--- src/rtl/rv32i_memu_pkg.sv ---
// Shared definitions for the RV32I memory-access stage: write-back select
// codes, access-size codes, the bus FSM state type and an alignment helper.
package rv32i_memu_pkg;

  // Write-back source select
  localparam logic [1:0] WB_SEL_ALU  = 2'b00;
  localparam logic [1:0] WB_SEL_LOAD = 2'b01;
  localparam logic [1:0] WB_SEL_PC4  = 2'b10;
  localparam logic [1:0] WB_SEL_IMM  = 2'b11;

  // Access size, funct3[1:0]
  localparam logic [1:0] SIZE_BYTE = 2'b00;
  localparam logic [1:0] SIZE_HALF = 2'b01;
  localparam logic [1:0] SIZE_WORD = 2'b10;

  typedef enum logic [1:0] {
    ST_IDLE        = 2'd0,
    ST_WAIT_GNT    = 2'd1,
    ST_WAIT_RVALID = 2'd2
  } memu_state_e;

  // Halves need an even address, words (and the unused 11 code) a multiple of four.
  function automatic logic is_misaligned(input logic [1:0] size, input logic [1:0] addr_lo);
    logic mis;
    case (size)
      SIZE_BYTE: mis = 1'b0;
      SIZE_HALF: mis = addr_lo[0];
      SIZE_WORD: mis = (addr_lo != 2'b00);
      default:   mis = (addr_lo != 2'b00);
    endcase
    return mis;
  endfunction

endpackage

--- src/rtl/rv32i_memu_align.sv ---
// Byte-lane steering: store data replication and byte enables, and load lane
// extraction with sign or zero extension.
module rv32i_memu_align
  import rv32i_memu_pkg::*;
(
  input  logic [1:0]  addr_lo_i,
  input  logic [2:0]  funct3_i,
  input  logic [31:0] st_data_i,
  input  logic [31:0] ld_rdata_i,
  output logic [31:0] st_wdata_o,
  output logic [3:0]  st_be_o,
  output logic [31:0] ld_data_o
);

  logic [31:0] ld_shifted;
  logic [7:0]  ld_byte;
  logic [15:0] ld_half;
  logic        ld_signed;

  // Store: replicate the low byte/half across the word, enable only the addressed lanes
  always_comb begin
    st_wdata_o = st_data_i;
    st_be_o    = 4'b1111;
    case (funct3_i[1:0])
      SIZE_BYTE: begin
        st_wdata_o = {4{st_data_i[7:0]}};
        st_be_o    = 4'b0001 << addr_lo_i;
      end
      SIZE_HALF: begin
        st_wdata_o = {2{st_data_i[15:0]}};
        st_be_o    = 4'b0011 << {addr_lo_i[1], 1'b0};
      end
      default: begin
        st_wdata_o = st_data_i;
        st_be_o    = 4'b1111;
      end
    endcase
  end

  assign ld_shifted = ld_rdata_i >> {addr_lo_i, 3'b000};
  assign ld_byte    = ld_shifted[7:0];
  assign ld_half    = ld_shifted[15:0];
  assign ld_signed  = ~funct3_i[2];

  // Load: move the addressed lane down to bit 0, then extend
  always_comb begin
    ld_data_o = ld_rdata_i;
    case (funct3_i[1:0])
      SIZE_BYTE: ld_data_o = {{24{ld_byte[7] & ld_signed}}, ld_byte};
      SIZE_HALF: ld_data_o = {{16{ld_half[15] & ld_signed}}, ld_half};
      default:   ld_data_o = ld_rdata_i;
    endcase
  end

endmodule

--- src/rtl/rv32i_memu.sv ---
// Memory-access stage: data-bus handshake for loads/stores, branch redirect,
// result forwarding to execute and the write-back pipeline register.
module rv32i_memu
  import rv32i_memu_pkg::*;
#(
  parameter int WORD_WTH    = 32,
  parameter int ADDR_WTH    = 32,
  parameter int WB_MUX_WTH  = 2,
  parameter int REG_INX_WTH = 5
) (
  input  logic                   clk,
  input  logic                   rst,
  input  logic [WORD_WTH-1:0]    mem_alu_res_i,
  input  logic [WORD_WTH-1:0]    mem_imm_i,
  input  logic [ADDR_WTH-1:0]    mem_pc_plus_imm_i,
  input  logic [ADDR_WTH-1:0]    mem_pc_plus_4_i,
  input  logic [WORD_WTH-1:0]    mem_rdata2_i,
  input  logic [REG_INX_WTH-1:0] mem_rd_inx_i,
  input  logic [2:0]             mem_funct3_i,
  input  logic                   mem_br_taken_i,
  input  logic                   mem_RegW_EN_i,
  input  logic                   mem_MemW_EN_i,
  input  logic                   mem_TakenAddr_sel_i,
  input  logic                   mem_auipc_sel_i,
  input  logic [WB_MUX_WTH-1:0]  mem_RegW_sel_i,
  output logic                   dbus_req_o,
  output logic                   dbus_we_o,
  output logic [ADDR_WTH-1:0]    dbus_addr_o,
  output logic [3:0]             dbus_be_o,
  output logic [WORD_WTH-1:0]    dbus_wdata_o,
  input  logic                   dbus_gnt_i,
  input  logic                   dbus_rvalid_i,
  input  logic [WORD_WTH-1:0]    dbus_rdata_i,
  output logic                   mem_redirect_o,
  output logic [ADDR_WTH-1:0]    mem_redirect_pc_o,
  output logic                   mem_stall_o,
  output logic                   mem_misalign_o,
  output logic [WORD_WTH-1:0]    mem_fd_o,
  output logic [REG_INX_WTH-1:0] mem_rd_inx_har_o,
  output logic                   mem_RegW_EN_har_o,
  output logic [WORD_WTH-1:0]    wb_data_o,
  output logic [REG_INX_WTH-1:0] wb_rd_inx_o,
  output logic                   wb_RegW_EN_o
);

  memu_state_e state_q, state_d;

  logic [WORD_WTH-1:0]    wb_data_q, wb_data_d;
  logic [REG_INX_WTH-1:0] wb_rd_inx_q, wb_rd_inx_d;
  logic                   wb_RegW_EN_q, wb_RegW_EN_d;

  logic                is_load, is_store, is_access;
  logic                addr_misaligned, misalign_raw;
  logic                req, stall;
  logic [WORD_WTH-1:0] nl_res;
  logic [31:0]         st_wdata, ld_data;
  logic [3:0]          st_be;

  assign is_load         = mem_RegW_EN_i && (mem_RegW_sel_i == WB_SEL_LOAD);
  assign is_store        = mem_MemW_EN_i;
  assign is_access       = is_load || is_store;
  assign addr_misaligned = is_misaligned(mem_funct3_i[1:0], mem_alu_res_i[1:0]);
  assign misalign_raw    = is_access && addr_misaligned;

  rv32i_memu_align u_align (
    .addr_lo_i  (mem_alu_res_i[1:0]),
    .funct3_i   (mem_funct3_i),
    .st_data_i  (mem_rdata2_i),
    .ld_rdata_i (dbus_rdata_i),
    .st_wdata_o (st_wdata),
    .st_be_o    (st_be),
    .ld_data_o  (ld_data)
  );

  // Result of non-load instructions, also forwarded straight to execute
  always_comb begin
    nl_res = mem_alu_res_i;
    case (mem_RegW_sel_i)
      WB_SEL_ALU:  nl_res = mem_auipc_sel_i ? mem_pc_plus_imm_i : mem_alu_res_i;
      WB_SEL_PC4:  nl_res = mem_pc_plus_4_i;
      WB_SEL_IMM:  nl_res = mem_imm_i;
      default:     nl_res = mem_alu_res_i;
    endcase
  end

  // Bus FSM next state; stall whenever the access does not finish this cycle
  always_comb begin
    state_d = state_q;
    req     = 1'b0;
    stall   = 1'b0;
    case (state_q)
      ST_IDLE: begin
        if (is_access && !addr_misaligned) begin
          req = 1'b1;
          if (dbus_gnt_i) begin
            if (is_load) begin
              state_d = ST_WAIT_RVALID;
              stall   = 1'b1;
            end
          end else begin
            state_d = ST_WAIT_GNT;
            stall   = 1'b1;
          end
        end
      end
      ST_WAIT_GNT: begin
        req   = 1'b1;
        stall = 1'b1;
        if (dbus_gnt_i) begin
          if (is_load) begin
            state_d = ST_WAIT_RVALID;
          end else begin
            state_d = ST_IDLE;
            stall   = 1'b0;
          end
        end
      end
      ST_WAIT_RVALID: begin
        if (dbus_rvalid_i) state_d = ST_IDLE;
        else               stall   = 1'b1;
      end
      default: state_d = ST_IDLE;
    endcase
  end

  // Write-back register input: bubble while stalled, misaligned accesses never write
  always_comb begin
    wb_data_d    = nl_res;
    wb_rd_inx_d  = mem_rd_inx_i;
    wb_RegW_EN_d = 1'b0;
    if (!stall) begin
      wb_RegW_EN_d = mem_RegW_EN_i && !misalign_raw;
      if (is_load) wb_data_d = ld_data;
    end
  end

  // State and write-back pipeline registers
  always_ff @(posedge clk or posedge rst) begin
    if (rst) begin
      state_q      <= ST_IDLE;
      wb_data_q    <= '0;
      wb_rd_inx_q  <= '0;
      wb_RegW_EN_q <= 1'b0;
    end else begin
      state_q      <= state_d;
      wb_data_q    <= wb_data_d;
      wb_rd_inx_q  <= wb_rd_inx_d;
      wb_RegW_EN_q <= wb_RegW_EN_d;
    end
  end

  // Control outputs are forced quiet for the whole time reset is held
  assign dbus_req_o        = req && !rst;
  assign dbus_we_o         = req && is_store && !rst;
  assign dbus_be_o         = (req && !rst) ? (is_store ? st_be : 4'b1111) : 4'b0000;
  assign dbus_addr_o       = {mem_alu_res_i[ADDR_WTH-1:2], 2'b00};
  assign dbus_wdata_o      = st_wdata;
  assign mem_stall_o       = stall && !rst;
  assign mem_misalign_o    = misalign_raw && (state_q == ST_IDLE) && !rst;
  assign mem_redirect_o    = mem_br_taken_i && !rst;
  assign mem_redirect_pc_o = mem_TakenAddr_sel_i ? {mem_alu_res_i[ADDR_WTH-1:1], 1'b0}
                                                 : mem_pc_plus_imm_i;
  assign mem_fd_o          = nl_res;
  assign mem_rd_inx_har_o  = mem_rd_inx_i;
  assign mem_RegW_EN_har_o = mem_RegW_EN_i;
  assign wb_data_o         = wb_data_q;
  assign wb_rd_inx_o       = wb_rd_inx_q;
  assign wb_RegW_EN_o      = wb_RegW_EN_q;

endmodule

--- config.mk ---
export PLATFORM = sky130hd
export DESIGN_NAME = rv32i_memu
export DESIGN_NICKNAME = d
export VERILOG_FILES = /design/src/rtl/rv32i_memu_pkg.sv /design/src/rtl/rv32i_memu_align.sv /design/src/rtl/rv32i_memu.sv
export SDC_FILE = /design/constraint.sdc
export NUM_CORES = 1
export LEC_CHECK = 0
export BUFFER_PORTS_ARGS = -buffer_cell sky130_fd_sc_hd__buf_2
export CAP_MARGIN = 10
export CORE_AREA = 4 4 150 152
export DETAILED_ROUTE_END_ITERATION = 10
export DIE_AREA = 0 0 154 156
export PLACE_DENSITY_LB_ADDON = 0.25
export SLEW_MARGIN = 10
export SYNTH_ARGS = -nofsm -noshare
export SYNTH_HDL_FRONTEND = slang
export SYNTH_SLANG_ARGS = --single-unit
--- constraint.sdc ---
create_clock -name clk -period 2.1 [get_ports clk]
set_input_delay 0.315 -clock clk [delete_from_list [all_inputs] [get_ports clk]]
set_output_delay 0.315 -clock clk [all_outputs]
set_load 0.01 [all_outputs]
Word-level counts from Yosys, hierarchy flattened:

Cells that the tools add are included.

* flip-flop bits (word level): 40
* output and inout port bits: 181
* logic and storage cells: 66

* equality and inequality tests: 10
* shift operators: 3
* mux-type cells: 26
* bitwise gates (word level): 3
* reductions and logical operators: 20

Operators with widths (number)
* $mux W32: 4
* $pmux W32 S2: 2
* $pmux W32 S3: 1
* $shr A32 B5 Y16: 1
* $mux W2: 6
* $logic_and A1 B1 Y1: 11
* $mux W4: 2
* $pmux W4 S2: 1
* $eq A2 B1 Y1 const B: 3
* $eq A2 B2 Y1 const B: 3
* $logic_not A2 Y1: 3
* $mux W1: 6
* $ne A2 B2 Y1 const B: 3
* $pmux W2 S3: 1
* $pmux W1 S2: 2
* $reduce_and A4 Y1: 1
* $shl A1 B2 Y4 const A: 1
* $shl A2 B2 Y4 const A: 1
* $logic_not A1 Y1: 3
* $ne A3 B3 Y1 const B: 1
* $pmux W1 S3: 1
* $and A1 B1 Y1: 2
* $reduce_bool A2 Y1: 1
* $logic_or A1 B1 Y1: 1
* $not A1 Y1: 1

Depth between registers and ports, before layout:

Gate-level depths: netlist of run 1.

* depth after elaboration: 8
* mapped depth: 6
* depth with buffers taken out: 4

Modules after synthesis:

A second synthesis of run 1 with hierarchy kept.

* cells, all modules: 517
* area, all modules: 4739.5 um^2

By module, submodules not included
* rv32i_memu: times used 1, cells an instance 318, area an instance 3482.1 um^2, seq. area each 1001.0 um^2
* rv32i_memu_align: times used 1, cells an instance 199, area an instance 1257.5 um^2, seq. area each 0.0 um^2

Worst setup path after synthesis of run 1:

OpenSTA, ideal clock, no wires.

* kind: register to output
* start: reg state_q[0]
* end: out dbus_be_o[1]
* data arrival time: 1.619 ns
* required time: 1.785 ns
* slack: 0.166 ns
* stages on the path, launching flop included: 6
* cell sequence: dfrtp_1 > clkbuf_1 > nand2b_1 > o221ai_1 > or3_1 > a31oi_1

* cells in the longest elaborated chain, start to end: 4

Ends and longest elaborated chain
* start: declaration: RTL line rv32i_memu.sv:46 `memu_state_e state_q, state_d;`
* start signal: assignment: RTL line rv32i_memu.sv:145 `state_q <= state_d;`
* $eq A2 B1 Y1 / $logic_not A2 Y1 (equally long branches): RTL line rv32i_memu.sv:91 `case (state_q)`
* $pmux W1 S2 *: RTL line rv32i_memu.sv:91
* $logic_and A1 B1 Y1 *: RTL line rv32i_memu.sv:155 `assign dbus_be_o = (req && !rst) ? (is_store ? st_be : 4'b1111) : 4'b0000;`
* $mux W4 *: RTL line rv32i_memu.sv:155
* end: declaration: RTL line rv32i_memu.sv:29 `output logic [3:0] dbus_be_o,`

Every way passes the cells marked *; elsewhere a longest branch is shown, timed or not.

Worst setup path after layout of run 1:

* start: in mem_auipc_sel_i
* end: out mem_fd_o[24]

* cells in the longest elaborated chain, start to end: 2

Ends and longest elaborated chain
* start: declaration: RTL line rv32i_memu.sv:24 `input logic mem_auipc_sel_i,`
* $mux W32: RTL line rv32i_memu.sv:79 `WB_SEL_ALU: nl_res = mem_auipc_sel_i ? mem_pc_plus_imm_i : mem_alu_res_i;`
* $pmux W32 S3: RTL line rv32i_memu.sv:78 `case (mem_RegW_sel_i)`
* end: declaration: RTL line rv32i_memu.sv:38 `output logic [WORD_WTH-1:0] mem_fd_o,`

Every way passes these cells.

==> flow_summary.yaml, run 1 <==
grt:
  overflow: 0
  grt_pass1_vias: 5455
  grt_pass1_wl_um: 33300
  grt_max_degree: 50
  antenna_found_initial: 3
  grt_use_total_pct: 17.9
detailed_routing:
  via_per_inst: 4.83
  firstDrtPassIters: 4
  drtIter0Drc: 318
  vias: 5418
  routed_wl_um: 22900
  drc_errors: 0
  routedWlPerCell_um: 20.4
  ant_nets: 0
status:
  status: "completed"
finish:
  mostFrequentLayoutCell: "buf_2"
  final_cell_count_no_fill: 1121
  area_growth_pct: 49.3
  design_area_sq_mm: 0.00692
  fin_util_pct: 32.9
  drive_gt1_share_pct: 66.3
  finalNetCount: 1055
  final_cell_mix: "buf_2 (389), mux2_2 (97), nand2_1 (42)"
critical_path:
  r2r-end: "wb_data_o[0]"
  rr_startpoint: "state_q[0]"
  end_kind: "primary output"
  critPathMaxFanout: 20
  arrival_ps: 1730
  r2r_cells: 5
  critPathRequiredTime_ps: 1780
  r2r_slack_ps: 170
  worstSetupPathType: "in -> out"
  start_kind: "input port"
logic_synthesis:
  seq_area_frac_synth_pct: 21.6
  synthAdderAreaFrac_pct: 0
  synthCells: 504
  synth.cell_area_sq_mm: 0.00463
  ys_warn_count: 0
  synth_top_family_by_area: "multiplexers"
  ys_ff_latch: 40
  yosys.area_share.simple_pct: 8.72
  synth_area_per_cell_sq_um: 9.19
  yosysTopAreaCell: "mux2_2"
  netlist-cell-type-count: 42
  synth_top_area_share_pct: 23.6
  synthXorXnorAreaFrac_pct: 0
  synthMuxAreaShare_pct: 34.3
  synth_compound_area_share_pct: 22.4
  yosys-top-cells-area: "mux2_2 (24%), dfrtp_1 (22%), buf_4 (7.6%)"
timing:
  worstMarginPinSlew_ps: 718
  fmax_mhz: 488
  period_share_pct: 97.5
  final_hold_viol_count: 0
  whs_ps: 136
  setup_viol: 0
  slew_viol_final: 0
  rsz0062_at_grt: "false"
  relSlewSlack_pct: 52.1
  skew_ps: 3.63
  finalCriticalPeriod_ps: 2050
placed_design:
  place_inst: 1111
  gp_congestion: 0.850
  place_hpwl_um: 18900
  port_buffers: 389
  dpl_cell_area_sq_mm: 0.00675
clock_network:
  clk_pin_slew_ps: 60
  insertion_delay_ps: 290
  clkSinkCount: 40
  htreeDepth: 2
  postCtsHoldBufs: 0
  cts_tree: "yes"
  clk_path_buf_depth: 2
  root_buffer: "clkbuf_16"
  cts_made_buffers: 5
floorplanning:
  dieWidth_um: 154
  rows: 53
  core_sq_mm: 0.0210
  die_area_sq_mm: 0.0240
  io_pins: 392
  die_height_um: 156
  start_util_pct: 22.0
power:
  p_leak_nw: 3.45
  p_per_area_mw_per_mm2: 469
  power_mw: 3.24
  vdd_drop_max_v: 0.000271
hold_path:
  min_path_cells: 1
  hold_path_end: "wb_rd_inx_o[0]"
  min_from: "mem_rd_inx_i[0]"
  min_path_type: "in -> reg"
job:
  cap_violations: 0
## layout make-up
| class | instances | area [sq um] |
|---|---|---|
| fillers | 2287 | 14100 |
| clock buffers | 5 | 125 |
| diodes | 1 | 2.50 |
| flip-flops and latches | 40 | 1000 |
| inverters | 12 | 45.0 |
| repair buffers | 424 | 2330 |
| clock inverters | 3 | 18.8 |
| well taps | 275 | 344 |
| multi-input cells | 361 | 3050 |
## kinds of logic after synthesis
kind of cell / after synthesis
flops: 40
other cells: 1
compound gates: 151
simple gates: 80
buf+inv: 104
mux: 128
## what timing repair did
action                                  CTS  global route
buffers inserted                          1             0
endpoints found under the setup margin   14             2
gates resized for setup                   5             2
cloned                                    0             0
## layer usage
metal | wire, um | GRT usage (%) | part of all wire [%] | vias up
met1 | 9210 | 22.0 | 40 | 2575
li1 | - | - | - | 2546
met5 | 27 | 0 | 0.12 | -
met4 | 390 | 4.21 | 1.7 | 4
met3 | 1860 | 4.02 | 8.1 | 17
met2 | 11400 | 31.8 | 50 | 276
## worst max-delay path by stage
stage                            startpoint            to  slack, ps
after floorplan                  state_q[0]  dbus_be_o[1]        170
after detailed placement    mem_auipc_sel_i  mem_fd_o[12]        -60
after global routing      mem_RegW_sel_i[1]  mem_fd_o[15]        0.5
after CTS                        state_q[0]  dbus_be_o[1]         30
final                       mem_auipc_sel_i  mem_fd_o[24]         50
after global placement      mem_auipc_sel_i  mem_fd_o[12]        -50
## per-stage QoR
stage | setup slack [ps] | TNS, ps
floorplan | 166 | 0
global placement | -47.7 | -225
detailed placement | -63.8 | -338
CTS | 32.3 | 0
global route | 0.454 | 0
finish | 51.8 | 0
## registers in the layout (all words and copies together), names as in the netlist
signal	cells
state_q	2
wb_RegW_EN_o	1
wb_data_o	32
wb_rd_inx_o	5
## worst max-delay path, stage by stage
cell	delay, ps
buf_2	140
buf_6	220
mux2_2	360
mux4_2	520
buf_2	170
## cell usage after synthesis
cell type  instances
a2111oi_0          2
a21oi_2            1
nand2b_1           2
and3_1             2
nor4_1             1
o221a_2            5
a31oi_1           15
inv_1             12
and3b_1            1
a31o_2             1
o2bb2ai_1          1
nand3b_1          13
a221oi_1           1
conb_1             1
o22ai_1            1
nor3_2             1
o211a_1            7
o21ai_0           43
o221ai_1           1
mux2i_1           16
a22oi_1           39
clkbuf_1          22
a21oi_1           17
o21bai_1           2
nor3b_2            1
mux2_2            97
buf_2             13
and4_4             1
mux4_2            15
nor2_1             9
o211ai_1           1
buf_1              8
o31ai_1            7
nand2_1           42
dfrtp_1           40
or3_1              1
nor2b_1            4
buf_6              2
buf_4             47
nor3_1             2
a2bb2oi_1          6
a41oi_4            1
## power breakdown
part / total (mW) / internal, mW / switching [mW]
Clock: 0.792 / 0.439 / 0.353
Sequential: 0.877 / 0.854 / 0.0225
Combinational: 1.57 / 0.739 / 0.833
Total: 3.24 / 2.03 / 1.21
Power figures use the tool's default switching activity.
==> run 2: changes to the inputs <==
--- a/config.mk
+++ b/config.mk
@@ -10,6 +10,7 @@
 export CORE_AREA = 4 4 150 152
 export DETAILED_ROUTE_END_ITERATION = 10
 export DIE_AREA = 0 0 154 156
+export HOLD_SLACK_MARGIN = 0.15
 export PLACE_DENSITY_LB_ADDON = 0.25
 export SLEW_MARGIN = 10
 export SYNTH_ARGS = -nofsm -noshare
==> constraint.sdc (replaced) <==
create_clock -name clk -period 2.2 [get_ports clk]
set_input_delay 0.33 -clock clk [delete_from_list [all_inputs] [get_ports clk]]
set_output_delay 0.33 -clock clk [all_outputs]
set_load 0.01 [all_outputs]
==> run 2 against run 1 <==
- sequential power shrank 4.2%
- global-route usage shrank 0.29 points
- setup slack gained 29 ps
- critical path depth is the same
- register-to-register slack gained 100 ps
- largest cell class unchanged
- clock skew grew 3.3 ps
- via count grew 0.66%
- largest power group unchanged
- sequential cell count is the same
==> flow_summary.yaml, run 2 (same netlist as run 1, synthesis figures left out) <==
detailed_routing:
  drtIter0Drc: 252
  vias: 5454
  routedWlPerCell_um: 20.4
  ant_nets: 0
  via_per_inst: 4.86
  drc_errors: 0
  routed_wl_um: 22900
  firstDrtPassIters: 5
finish:
  area_growth_pct: 49.2
  largest_reg_flops: 32
  final_cell_count_no_fill: 1123
  final_cell_mix: "buf_2 (389), mux2_2 (97), o21ai_0 (43)"
  design_area_sq_mm: 0.00691
  drive_gt1_share_pct: 65.8
  finalNetCount: 1057
  nFillCells: 2262
  fin_util_pct: 32.9
  mostFrequentLayoutCell: "buf_2"
job:
  cap_violations: 0
critical_path:
  max_stage_delay_ps: 460
  arrival_ps: 1790
  r2r-end: "wb_data_o[10]"
  endpoint: "dbus_be_o[1]"
  r2r_cells: 5
  end_kind: "primary output"
  crit_cells: 5
  path_buf_inv: 1
  start_kind: "flop"
  rr_startpoint: "state_q[0]"
  path_delay_family: "simple AND/OR/NAND/NOR gates"
  r2r_slack_ps: 270
  cp_slowest_cell: "or3_4"
  critPathMaxFanout: 6
  crit_chain: "nand2b_1, o221ai_1, or3_4, a31oi_2, buf_2"
  worstSetupPathType: "reg -> out"
  setup.worst_path.start: "state_q[0]"
  critPathRequiredTime_ps: 1870
floorplanning:
  rows: 53
  die_height_um: 156
  start_util_pct: 22.0
  dieWidth_um: 154
  die_area_sq_mm: 0.0240
  io_pins: 392
  core_sq_mm: 0.0210
timing:
  skew_ps: 6.88
  period_share_pct: 96.3
  slew_viol_final: 0
  relSlewSlack_pct: 54.3
  fmax_mhz: 472
  finalCriticalPeriod_ps: 2120
  worstMarginPinSlew_ps: 684
  setup_viol: 0
  final_hold_viol_count: 0
  fin_ws_ps: 80.9
  final.setup.tns_ps: 0
placed_design:
  gp_congestion: 0.853
  place_inst: 1106
  dpl_cell_area_sq_mm: 0.00667
  place_hpwl_um: 18900
  pre_cts_ws_ps: -124
  port_buffers: 389
power:
  p_leak_nw: 3.44
  vdd_drop_max_v: 0.000264
  p_per_area_mw_per_mm2: 448
status:
  status: "completed"
grt:
  overflow: 0
  antenna_found_initial: 5
  grt_pass1_wl_um: 32600
  grt_pass1_vias: 5297
  grt_max_degree: 56
  grt_use_total_pct: 17.6
clock_network:
  cts_made_buffers: 5
  clk_path_buf_depth: 2
  clk_pin_slew_ps: 70
  clkSinkCount: 40
  insertion_delay_ps: 290
  root_buffer: "clkbuf_16"
  cts_tree: "yes"
  htreeDepth: 2
hold_path:
  min_path_type: "in -> reg"
-- run 2: cell count changes in the layout (fill, tap and decap cells not counted), sizes merged --
| cell | previous run | this run |
|---|---|---|
| buf | 424 | 421 |
| dlygate4sd3 | 0 | 5 |
-- run 2: report_power, final --
part / internal (mW) / switching [mW] / total, mW
clock: 0.419 / 0.341 / 0.760
combinational: 0.702 / 0.794 / 1.50
sequential: 0.816 / 0.0242 / 0.840
-- run 2: layer usage --
metal,global-route usage (%),share of wire [%],up-vias
met5,0,0.15,-
met4,3.83,1.3,6
met3,3.69,8.2,23
met2,31.1,50,290
met1,22.1,40,2586
li1,-,-,2549
-- run 2: cell type report --
type	instances	area [sq um]	area share (%)
multi-input combinational	361	3060	44.2
timing repair buffer	426	2320	33.5
sequential	40	1000	14.5
tap	275	344	4.98
clock buffer	5	125	1.81
inverter	12	45.0	0.652
clock inverter	3	18.8	0.272
antenna	1	2.50	0.0362
-- run 2: worst min-delay path by stage --
stage	start	to	slack [ps]	cells past startpoint
global placement	mem_rd_inx_i[0]	wb_rd_inx_o[0]	450	1
CTS	dbus_gnt_i	state_q[0]	210	2
detailed placement	mem_rd_inx_i[0]	wb_rd_inx_o[0]	450	1
finish	dbus_gnt_i	state_q[0]	220	2
floorplan	mem_rd_inx_i[0]	wb_rd_inx_o[0]	360	0
global route	dbus_gnt_i	state_q[0]	240	2
-- run 2: repair_timing --
action / in CTS / in global routing
endpoints found under the hold margin: 5 / 0
gates resized for setup: 3 / 2
hold buffers: 5 / 0
pin swaps: 0 / 1
setup endpoints to repair: 12 / 3
setup buffers: 0 / 3
-- run 2: worst reg2reg max path, stage by stage (launching register included) --
cell,delay (ps)
dfrtp_2,440
buf_4,150
o221a_2,350
nor3_4,230
buf_12,240
mux2_2,400
-- run 2: through the flow --
stage / power (mW) / hold slack, ps
finish: 3.10 / 223
global route: 3.28 / 243
CTS: 3.15 / 210
detailed placement: 2.35 / 451
global placement: 2.35 / 449
floorplan: 1.65 / 361
==> run 3: changes to the inputs <==
--- a/config.mk
+++ b/config.mk
@@ -7,12 +7,15 @@
 export LEC_CHECK = 0
 export BUFFER_PORTS_ARGS = -buffer_cell sky130_fd_sc_hd__buf_2
 export CAP_MARGIN = 10
-export CORE_AREA = 4 4 150 152
+export CORE_AREA = 4 4 152 154
 export DETAILED_ROUTE_END_ITERATION = 10
-export DIE_AREA = 0 0 154 156
+export DIE_AREA = 0 0 156 158
 export HOLD_SLACK_MARGIN = 0.15
 export PLACE_DENSITY_LB_ADDON = 0.25
+export RECOVER_POWER = 25
+export SETUP_SLACK_MARGIN = 0.4
 export SLEW_MARGIN = 10
 export SYNTH_ARGS = -nofsm -noshare
 export SYNTH_HDL_FRONTEND = slang
+export SYNTH_HIERARCHICAL = 1
 export SYNTH_SLANG_ARGS = --single-unit
==> run 3 against run 2 <==
- power rose by 2.2%
- clock-buffer cell count grew 2
- register-to-register slack improved by 320 ps
- critical path depth stayed put
- clock power about the same
- first-iteration DRC count is 34% lower
- sequential share of layout area decreased by 0.69 points
==> flow_summary.yaml, run 3 <==
finish:
  drive_gt1_share_pct: 60.3
  final_cell_mix: "buf_2 (319), mux2_2 (88), nand2_1 (60)"
  area_growth_pct: 53.1
  mostFrequentLayoutCell: "buf_2"
  finalNetCount: 1080
  largest_reg_flops: 32
  nFillCells: 2365
logic_synthesis:
  ys_warn_count: 6
  ys_ff_latch: 40
  yosysTopAreaCell: "mux2_2"
  synth_area_per_cell_sq_um: 9.17
  synth_common_cells: "mux2_2 (95), nand2_1 (60), buf_4 (49), dfrtp_1 (40), o21ai_0 (40)"
  seq_area_frac_synth_pct: 21.1
  synth_ff_type: "dfrtp_1"
  netlist-cell-type-count: 42
  synthArstFlopShare_pct: 100
  synthCells: 517
  synth_edf_count: 0
  synth.cell_area_sq_mm: 0.00474
  yosys-top-cells-area: "mux2_2 (23%), dfrtp_1 (21%), buf_4 (7.8%)"
  synth_top_area_share_pct: 22.6
  post-synth-top-count-cell: "mux2_2"
timing:
  slew_viol_final: 0
  period_share_pct: 84.5
  final_hold_viol_count: 0
  setup_viol: 0
  final.setup.tns_ps: 0
  rsz0062_at_grt: "true"
  skew_ps: 4.33
  finalCriticalPeriod_ps: 1860
  relSlewSlack_pct: 57.7
  worstMarginPinSlew_ps: 633
  fmax_mhz: 538
floorplanning:
  dieWidth_um: 156
  die_height_um: 158
  die_area_sq_mm: 0.0246
  rows: 54
  io_pins: 392
  core_sq_mm: 0.0217
  start_util_pct: 21.9
grt:
  grt_use_total_pct: 17.1
  grt_pass1_vias: 5300
  overflow: 0
  grt_max_degree: 44
  grt_pass1_wl_um: 32300
  antenna_found_initial: 4
power:
  power_mw: 3.16
  p_leak_nw: 3.62
  p_per_area_mw_per_mm2: 436
  vdd_drop_max_v: 0.000230
detailed_routing:
  routed_wl_um: 22400
  vias: 5220
  ant_nets: 0
  firstDrtPassIters: 4
  routedWlPerCell_um: 19.5
  drtIter0Drc: 166
  via_per_inst: 4.54
  drc_errors: 0
clock_network:
  clkSinkCount: 40
  htreeDepth: 2
  clk_path_buf_depth: 2
  clk_pin_slew_ps: 60
  cts_tree: "yes"
  insertion_delay_ps: 290
  root_buffer: "clkbuf_16"
  cts_made_buffers: 5
critical_path:
  start_kind: "input port"
  rr_startpoint: "state_q[1]"
  end_kind: "primary output"
  worstSetupPathType: "in -> out"
  setup.worst_path.start: "mem_auipc_sel_i"
  critPathRequiredTime_ps: 1870
  critPathMaxFanout: 5
  arrival_ps: 1530
job:
  cap_violations: 0
placed_design:
  place_hpwl_um: 18200
  port_buffers: 389
  gp_congestion: 0.795
hold_path:
  min_path_type: "in -> reg"
  min_from: "mem_rd_inx_i[4]"
status:
  status: "completed"
run 3: kinds of logic after synthesis:
group           after synthesis  synth area share (%)
buf+inv                     100                  13.1
other cells                   1                0.0791
flops                        40                  21.1
mux                         148                  38.9
compound gates              117                  15.9
simple gates                111                  10.8
run 3: final timing paths:
kind                                  end  slack [ps]  cells past startpoint
max                           mem_fd_o[2]         340                      5
min                        wb_rd_inx_o[4]         160                      1
max reg2reg                 wb_data_o[20]         590                      5
min reg2reg                    state_q[0]         640                      1
max in group asynchronous      state_q[0]         840                      4
min in group asynchronous    wb_data_o[3]         760                      3
run 3: layout make-up:
type	count	area [sq um]	share of cell area (%)
Antenna cell	1	2.50	0.0345
Clock buffer	7	143	1.97
Clock inverter	1	7.51	0.103
Inverter	10	37.5	0.517
Multi-Input combinational cell	378	3180	43.8
Sequential cell	40	1000	13.8
Tap cell	280	350	4.83
Timing Repair Buffer	434	2540	35.0
run 3: timing repair:
action | 4_1_cts | 5_1_grt
resized for setup | 37 | 21
setup endpoints to repair | 38 | 27
endpoints found under the hold margin | 13 | 0
buffers inserted | 16 | 2
hold buffers | 2 | 0
gates cloned | 2 | 0
pin swaps | 3 | 2
run 3: power breakdown:
part           switching [mW]  internal [mW]
clock                   0.308          0.452
sequential             0.0249          0.814
combinational           0.777          0.787
run 3: metrics by stage:
step	std cells	hold slack, ps	instance area (sq um)	setup WS, ps	util, %
2_1_floorplan	518	361	4750	400	-
3_3_place_gp	1120	378	6730	-10.8	31.0
3_5_place_dp	1120	377	6730	53.7	31.0
4_1_cts	1148	150	7260	345	33.5
5_1_grt	1151	155	7260	285	33.5
6_report	1151	165	7260	341	33.5
run 3: worst max-delay path, stage by stage:
cell and delay [ps]:
buf_12 120, buf_12 130, mux2_4 280, mux4_2 500
buf_6 150
run 3: metal layers:
layer / vias to the layer above / GRT usage (%) / wire length [um]
li1: 2539 / - / -
met1: 2446 / 21.7 / 9230
met2: 210 / 30.1 / 11400
met3: 19 / 3.72 / 1580
met4: 6 / 2.83 / 205
met5: - / 0 / 41
